==> config.mk <==
export PLATFORM = sky130hd
export DESIGN_NAME = mandelbrot_iterator
export DESIGN_NICKNAME = d
export VERILOG_FILES = /design/src/rtl/mandelbrot_iterator.sv
export SDC_FILE = /design/constraint.sdc
export NUM_CORES = 2
export LEC_CHECK = 0
export BUFFER_PORTS_ARGS = -buffer_cell sky130_fd_sc_hd__buf_2
export CAP_MARGIN = 30
export CELL_PAD_IN_SITES_DETAIL_PLACEMENT = 1
export CELL_PAD_IN_SITES_GLOBAL_PLACEMENT = 2
export CORE_UTILIZATION = 46
export CTS_CLUSTER_DIAMETER = 40
export DETAILED_ROUTE_END_ITERATION = 10
export PLACE_DENSITY_LB_ADDON = 0.1
export SYNTH_ARGS = -nofsm -noshare
export SYNTH_HDL_FRONTEND = slang
export SYNTH_SLANG_ARGS = --single-unit
==> constraint.sdc <==
create_clock -name clk -period 17.1 [get_ports clk]
set_input_delay 5.13 -clock clk [delete_from_list [all_inputs] [get_ports clk]]
set_output_delay 5.13 -clock clk [all_outputs]
set_load 0.02 [all_outputs]
==> src/rtl/mandelbrot_iterator.sv <==
// Mandelbrot point iterator: computes the escape count of z <- z^2 + c in signed Q4.12.
// Starting from z = 0, one iteration is done per clock while busy. The escape test
// |z|^2 > 4.0 is checked before the iteration-limit test.
module mandelbrot_iterator (
   input  logic        clk,
   input  logic        nrst,
   input  logic        start,
   input  logic [15:0] c_re,
   input  logic [15:0] c_im,
   input  logic [7:0]  max_iter,
   output logic        busy,
   output logic        done,
   output logic [7:0]  iteration,
   output logic        ismandelbrot
);

   localparam int unsigned DW = 16;   // Q4.12 operand width
   localparam int unsigned PW = 32;   // Q8.24 product width
   localparam int unsigned MW = 33;   // magnitude sum width
   localparam int unsigned CW = 8;    // iteration count width

   localparam logic [1:0] S_IDLE    = 2'd0;
   localparam logic [1:0] S_ITERATE = 2'd1;
   localparam logic [1:0] S_DONE    = 2'd2;

   // 4.0 expressed in Q8.24
   localparam logic [MW-1:0] ESC_LIMIT = 33'd67108864;

   logic [1:0]           r_state;
   logic signed [DW-1:0] r_zr;
   logic signed [DW-1:0] r_zi;
   logic signed [DW-1:0] r_c_re;
   logic signed [DW-1:0] r_c_im;
   logic [CW-1:0]        r_count;
   logic [CW-1:0]        r_max_iter;

   logic [1:0]           w_state_nxt;
   logic signed [DW-1:0] w_zr_nxt;
   logic signed [DW-1:0] w_zi_nxt;
   logic signed [DW-1:0] w_c_re_nxt;
   logic signed [DW-1:0] w_c_im_nxt;
   logic [CW-1:0]        w_count_nxt;
   logic [CW-1:0]        w_max_iter_nxt;
   logic                 w_busy_nxt;
   logic                 w_done_nxt;
   logic [CW-1:0]        w_iter_nxt;
   logic                 w_mandel_nxt;

   logic signed [PW-1:0] w_zr2;
   logic signed [PW-1:0] w_zi2;
   logic signed [PW-1:0] w_zrzi;
   logic [MW-1:0]        w_mag;
   logic signed [DW-1:0] w_zr_step;
   logic signed [DW-1:0] w_zi_step;

   // Q8.24 products; both squares are non-negative so the 33-bit sum zero-extends them
   assign w_zr2  = r_zr * r_zr;
   assign w_zi2  = r_zi * r_zi;
   assign w_zrzi = r_zr * r_zi;
   assign w_mag  = {1'b0, w_zr2} + {1'b0, w_zi2};

   // Back to Q4.12: bits [27:12] of the difference and of 2*zr*zi (= bits [26:11] of zr*zi)
   assign w_zr_step = DW'((w_zr2 - w_zi2) >>> 12) + r_c_re;
   assign w_zi_step = DW'(w_zrzi >>> 11) + r_c_im;

   // Next-state and next-register logic; start is honoured only in IDLE or DONE
   always_comb begin
      w_state_nxt    = r_state;
      w_zr_nxt       = r_zr;
      w_zi_nxt       = r_zi;
      w_c_re_nxt     = r_c_re;
      w_c_im_nxt     = r_c_im;
      w_count_nxt    = r_count;
      w_max_iter_nxt = r_max_iter;
      w_busy_nxt     = 1'b0;
      w_done_nxt     = 1'b0;
      w_iter_nxt     = iteration;
      w_mandel_nxt   = ismandelbrot;
      case (r_state)
         S_IDLE, S_DONE: begin
            if (start) begin
               w_c_re_nxt     = c_re;
               w_c_im_nxt     = c_im;
               w_max_iter_nxt = max_iter;
               w_zr_nxt       = '0;
               w_zi_nxt       = '0;
               w_count_nxt    = '0;
               w_busy_nxt     = 1'b1;
               w_state_nxt    = S_ITERATE;
            end else begin
               w_state_nxt    = S_IDLE;
            end
         end
         S_ITERATE: begin
            if (w_mag > ESC_LIMIT) begin
               w_iter_nxt   = r_count;
               w_mandel_nxt = 1'b0;
               w_done_nxt   = 1'b1;
               w_state_nxt  = S_DONE;
            end else if (r_count == r_max_iter) begin
               w_iter_nxt   = r_max_iter;
               w_mandel_nxt = 1'b1;
               w_done_nxt   = 1'b1;
               w_state_nxt  = S_DONE;
            end else begin
               w_zr_nxt     = w_zr_step;
               w_zi_nxt     = w_zi_step;
               w_count_nxt  = r_count + CW'(1);
               w_busy_nxt   = 1'b1;
            end
         end
         default: w_state_nxt = S_IDLE;
      endcase
   end

   // State, datapath and registered outputs
   always_ff @(posedge clk or negedge nrst) begin
      if (!nrst) begin
         r_state      <= S_IDLE;
         r_zr         <= '0;
         r_zi         <= '0;
         r_c_re       <= '0;
         r_c_im       <= '0;
         r_count      <= '0;
         r_max_iter   <= '0;
         busy         <= 1'b0;
         done         <= 1'b0;
         iteration    <= '0;
         ismandelbrot <= 1'b0;
      end else begin
         r_state      <= w_state_nxt;
         r_zr         <= w_zr_nxt;
         r_zi         <= w_zi_nxt;
         r_c_re       <= w_c_re_nxt;
         r_c_im       <= w_c_im_nxt;
         r_count      <= w_count_nxt;
         r_max_iter   <= w_max_iter_nxt;
         busy         <= w_busy_nxt;
         done         <= w_done_nxt;
         iteration    <= w_iter_nxt;
         ismandelbrot <= w_mandel_nxt;
      end
   end

endmodule

After elaboration in Yosys (flattened, before gate mapping)
Index checks and enable logic that the tools add are counted.
{"block": "classes", "add_sub_neg": 5, "mul": 3, "order_cmp": 1, "eq_ne": 7, "mux": 26, "reduce_logical": 7}
{"operator": "two-way mux 16 bit", "n": 5}
{"operator": "multiplier 16 x 16 -> 32 bit", "n": 2}
{"operator": "case mux 16 bit (2 select lines)", "n": 2}
{"operator": "two-way mux 8 bit", "n": 5}
{"operator": "adder 32 x 32 -> 33 bit", "n": 1}
{"operator": "> comparator 33 x 27 -> 1 bit, second input constant", "n": 1}
{"operator": "adder 16 bit", "n": 2}
{"operator": "subtractor 28 bit", "n": 1}
{"operator": "multiplier 16 x 16 -> 27 bit", "n": 1}
{"operator": "case mux 8 bit (2 select lines)", "n": 1}
{"operator": "two-way mux 1 bit", "n": 9}
{"operator": "adder 8 x 1 -> 8 bit, second input constant", "n": 1}
{"operator": "== test 8 bit", "n": 1}
{"operator": "!= test 2 bit, second input constant", "n": 3}
{"operator": "two-way mux 2 bit", "n": 2}
{"operator": "case mux 2 bit (2 select lines)", "n": 1}
{"operator": "AND reduction 2 bit", "n": 2}
{"operator": "AND reduction 4 bit", "n": 1}
{"operator": "nonzero test 2 bit", "n": 2}
{"operator": "!= test 3 bit, second input constant", "n": 1}
{"operator": "== test 2 x 1 -> 1 bit, second input constant", "n": 1}
{"operator": "== test 2 bit, second input constant", "n": 1}
{"operator": "zero test 2 bit", "n": 1}
{"operator": "case mux 1 bit (2 select lines)", "n": 1}
{"operator": "OR reduction 2 bit", "n": 1}
{"block": "totals", "reg_bits": 93, "input_bits": 43, "output_inout_bits": 11, "word_cells": 60}

Longest topological paths before layout
{"block": "depth", "word_depth": 6, "mapped_depth": 47, "depth_no_buf": 44}

Worst setup path after synthesis
No wires, ideal clock.
{"block": "synth_timing", "kind": "reg-to-reg", "start": "register r_zr[10]", "end": "register r_zr[15]", "setup_time_ps": 139, "t_arrival_ps": 8749, "required_ps": 16961, "setup_slack_ps": 8212, "path_stages_with_launch": 43, "n_path_buf": 3, "synth_period_minus_slack_ps": 8888, "path_cell_list": "dfrtp_1 clkbuf_1 clkbuf_1 nand2_1 fa_1 fa_1 fa_1 inv_1 fa_1 fa_1 inv_1 fa_1 inv_1 ha_1 o21ai_0 inv_1 and2_1 or2_2 [7 not listed] a211oi_1 nor2_1 nor2_1 nor2_1 nor2_1 xnor2_1 ha_1 o21ai_0 nand2_1 a31oi_1 nor2b_1 o21a_1 o41ai_1 o2111ai_1 a21oi_1 xnor2_1 xnor2_1 mux2i_1"}
{"block": "synth_between", "elab_chain_cells": 6, "elab_cells_between_ends": 10, "classes_between": "add/sub: 3; mul: 1; order compare: 1; eq/ne: 1; mux: 3; reduce/logical: 1"}
{"item": "from (decl)", "line_no": "30", "text": "logic signed [DW-1:0] r_zr;"}
{"item": "from (signal assigned)", "line_no": "132", "text": "r_zr <= w_zr_nxt;"}
{"item": "multiplier 16 x 16 -> 32 bit *", "line_no": "57", "text": "assign w_zr2 = r_zr * r_zr;"}
{"item": "parallel branches: the longest is 5 deep, another holds adder 32 x 32 -> 33 bit"}
Mark *: on every way between the ends. The select of a mux whose other input is x is not followed.
A chain may end at the register's enable or synchronous reset.

Worst setup path after layout
{"block": "layout_timing", "start": "register r_zr[13]", "end": "register r_zr[15]"}
Same word-level chain as after synthesis.

==> qor.log <==
[worst_setup_path] startpoint type of the worst setup path flip-flop
[worst_setup_path] CP top delay family adder cells
[timing] Fin. Hold Viols 0
[drt] via density per instance 5.29
[finish] fill count 8631
[pwr] share of total power in sequential cells 6.8%
[grt] global routing usage summed across all routing layers 27.3%
[clocking] sinks on the clock net 93
[synthesis] synthesized area per cell 8.76 um2
[worst_setup_path] worst setup path class reg -> reg
[drt] DRC violations left 0
[worst_hold_path] Hold Path Depth 2
[finish] NumNets Final 4905
[floorplan] Die Span X 274 um
[drt] Wirelength per Cell 20.2 um
[worst_setup_path] worst r2r path cells 34
[timing] smallest hold slack 0.503 ns
[worst_setup_path] Worst EP arrival 11.19 ns
[clocking] CTS tree yes
[timing] ratio of final minimum period to clock period 63.7%
[grt] total gr overflow 0
[worst_hold_path] terminating pin of the worst hold path r_c_im[14]
[floorplan] Core Area 0.0731 mm2
[clocking] largest buffer count on any clock path 2
[synthesis] top cell types by occurrence after synthesis 968 x inv_1, 696 x fa_1, 484 x nand2_1
[clocking] number of instances resized during post-cts repair 0
[timing] relative max-transition margin 46.5%
[worst_setup_path] data required time of the critical path 17.40 ns
[synthesis] Post-synth EDFFs 0
[worst_setup_path] largest incremental delay on the critical path 0.68 ns
[floorplan] # rows 99
[finish] antenna cell count 0
[placed_design] placed instance count 4782
[worst_setup_path] crit-path most repeated cell fa_1
[timing] max frequency 91.8 MHz
[timing] max-slew violation count 0
[synthesis] Post-synth ARST share 100%
[synthesis] share of the synthesized area in the top cell type 40.9%
[grt] maximum number of pins on one net before global-route repair 64
[placed_design] count of buffers from port buffering 53
[floorplan] area of the die 0.0751 mm2
[pwr] Peak supply drop 266 uV
[grt] antenna violations before repair 2
[synthesis] top area cells in the synthesized netlist fa_1 41%, ha_1 12%, inv_1 11%
[pwr] part of the power in combinational logic 89.5%
[synthesis] Synth cell types 91
[finish] share of cells above drive strength 1 4.37%
[synthesis] library cell with the highest instance count after synthesis inv_1
[synthesis] number of instances in the synthesized netlist 3884
[pwr] clock group share of total power 3.7%
[pwr] design internal power 2.39 mW
[worst_hold_path] launch point of the worst hold path r_c_im[14]
[pwr] leakage dissipation 18.1 nW
[finish] fin util 48.7%
[worst_setup_path] capture point of the worst reg-to-reg path r_zr[15]
[clocking] Clock H-tree levels 3
[drt] ANT nets after route 0
[worst_hold_path] worst hold-check path type reg -> reg
[placed_design] final estimated routing congestion in global placement 0.883
[pwr] net switching power of the design 3.73 mW
[timing] setup repair after global routing missed its margin no
[finish] synthesis-to-finish area growth 4.47%
[grt] vias in the first global route 29000
[worst_setup_path] critical-path maximum fanout 27
[synthesis] number of warnings printed during yosys synthesis 0
[drt] via count of the routed design 25400
[worst_setup_path] slowest stage cell, crit path clkinv_1
[run] max_cap viols 0
[drt] routed wire length 97.1 mm
[timing] setup violation total in the final timing report 0
[pwr] power per unit of standard cell area 172 mW/mm2
[clocking] clock edge transition at the registers on the reported setup and hold paths 0.07 ns
[timing] post-route clock skew 0.00676 ns
[floorplan] Initial Util 46.6%
[floorplan] number of top-level pins 54
[drt] router iterations before antenna repair 5
[floorplan] die boundary height 274 um
[pwr] Net Sw Frac 61.0%
[placed_design] Detail Placement HPWL 80.6 mm
[timing] worst slew pin tran 0.798 ns
[clocking] total clock buffers created by CTS 9
[worst_setup_path] reg-to-reg critical path startpoint r_zr[13]
[synthesis] leading register cell type out of synthesis dfrtp_1
[clocking] clock insertion delay at the later pin of the skew report 0.38 ns
[grt] wire length of the first global-routing pass 158 mm
[timing] post-layout min period 10.89 ns
[run_status] outcome finished clean
[synthesis] Synth Register Bits 93
[clocking] number of hold buffers added after cts 0
[worst_setup_path] Crit. End Element flip-flop
[clocking] total setup buffers inserted after CTS 0
[worst_setup_path] CP Buf/Inv Count 6
[synthesis] fraction of the yosys area taken by sequential cells 6.84%
[finish] count of non-filler cells in the finished layout 4800
[worst_setup_path] setup slack of the worst register-to-register path 6.21 ns
[clocking] cell at the root of the clock tree clkbuf_16
[timing] setup tns final 0 ns
[drt] Detailed Route Iter0 Violations 1198
[synthesis] dominant cell type by area after synthesis fa_1
[synthesis] number of nets produced by synthesis 4953
[synthesis] cell area after synthesis 0.0340 mm2
worst register-to-register path: cells and delay by family (launching register included):
kind,cells,cell delay (ns)
flip-flops,1,0.33
AND/OR/NAND/NOR,10,2.56
AO/OA/AOI/OAI,7,1.91
adder cells (fa/ha/maj),8,3.70
XOR/XNOR,2,0.36
multiplexers,1,0.28
buffers and inverters,6,1.67
cell type report:
| cell class | instances | area [um2] | share of cell area (%) |
|---|---|---|---|
| sequential | 93 | 2330 | 6.54 |
| tap | 959 | 1200 | 3.37 |
| clock buffer | 10 | 239 | 0.672 |
| inverter | 973 | 3650 | 10.3 |
| timing repair buffer | 95 | 623 | 1.75 |
| multi-input combinational | 2664 | 27500 | 77.2 |
| clock inverter | 6 | 68.8 | 0.194 |
metal layers:
| metal | GRT usage (%) | vias up | part of all wire [%] | wire (um) |
|---|---|---|---|---|
| li1 | - | 11600 | - | - |
| met1 | 37.0 | 13300 | 44 | 43100 |
| met2 | 46.7 | 370 | 50 | 48200 |
| met3 | 2.21 | 112 | 3.0 | 2890 |
| met4 | 8.03 | 2 | 3.1 | 2980 |
| met5 | 0 | - | 0.0093 | 9 |
registers in the layout, summed over array words and instances, names as in the netlist:
name	flops
r_c_im	16
r_c_re	16
r_zi	16
r_zr	16
iteration	8
r_count	8
r_max_iter	8
r_state	2
busy	1
done	1
ismandelbrot	1
cell usage in the layout (no fill, tap or decap), drive strengths merged, types with 25 or more instances in the layout:
master and instances:
xor2 34, dfrtp 93, nor2 166, nand3 37
fa 696, and2 165, and3 26, a21oi 108
nor3 28, buf 95, nor2b 25, o21ai 93
a21o 35, nand2b 40, inv 970, nand2 484
ha 330, xnor2 135
metrics by stage:
stage / area (um2) / setup slack (ns) / total power, mW
2_1_floorplan: 34000 / 8.21 / 4.19
3_3_place_gp: 35200 / 6.20 / 5.71
3_5_place_dp: 35200 / 5.98 / 5.87
4_1_cts: 35500 / 5.92 / 6.14
5_1_grt: 35600 / 5.59 / 6.70
6_report: 35600 / 6.21 / 6.12
power groups by stage:
stage / clock network, mW / logic, mW / registers, mW
after global placement: 0 / 5.29 / 0.423
after CTS: 0.231 / 5.49 / 0.422
after global routing: 0.237 / 6.04 / 0.426
final: 0.224 / 5.48 / 0.417
after floorplan: 0 / 3.83 / 0.356
after detailed placement: 0 / 5.44 / 0.425
how the worst max path moves through the flow:
stage	from	to	cells after the start
floorplan	r_zr[10]	r_zr[15]	42
global placement	r_zi[2]	r_zr[15]	35
detailed placement	r_zi[2]	r_zr[15]	35
CTS	r_zi[2]	r_zr[15]	35
global route	r_zi[4]	r_zr[15]	41
finish	r_zr[13]	r_zr[15]	34
cells by family (layout without fill, tap and decap cells):
family	count (synthesis)	in the layout	synth area share (%)
XOR/XNOR	169	169	4.35
buffers and inverters	1127	1084	12.6
flip-flops	93	93	6.84
AO/OA/AOI/OAI	417	417	8.44
multiplexers	16	16	0.481
AND/OR/NAND/NOR	1036	1036	14.3
adder cells (fa/ha/maj)	1026	1026	53.1
No activity file was read; power rests on OpenSTA's default activity.
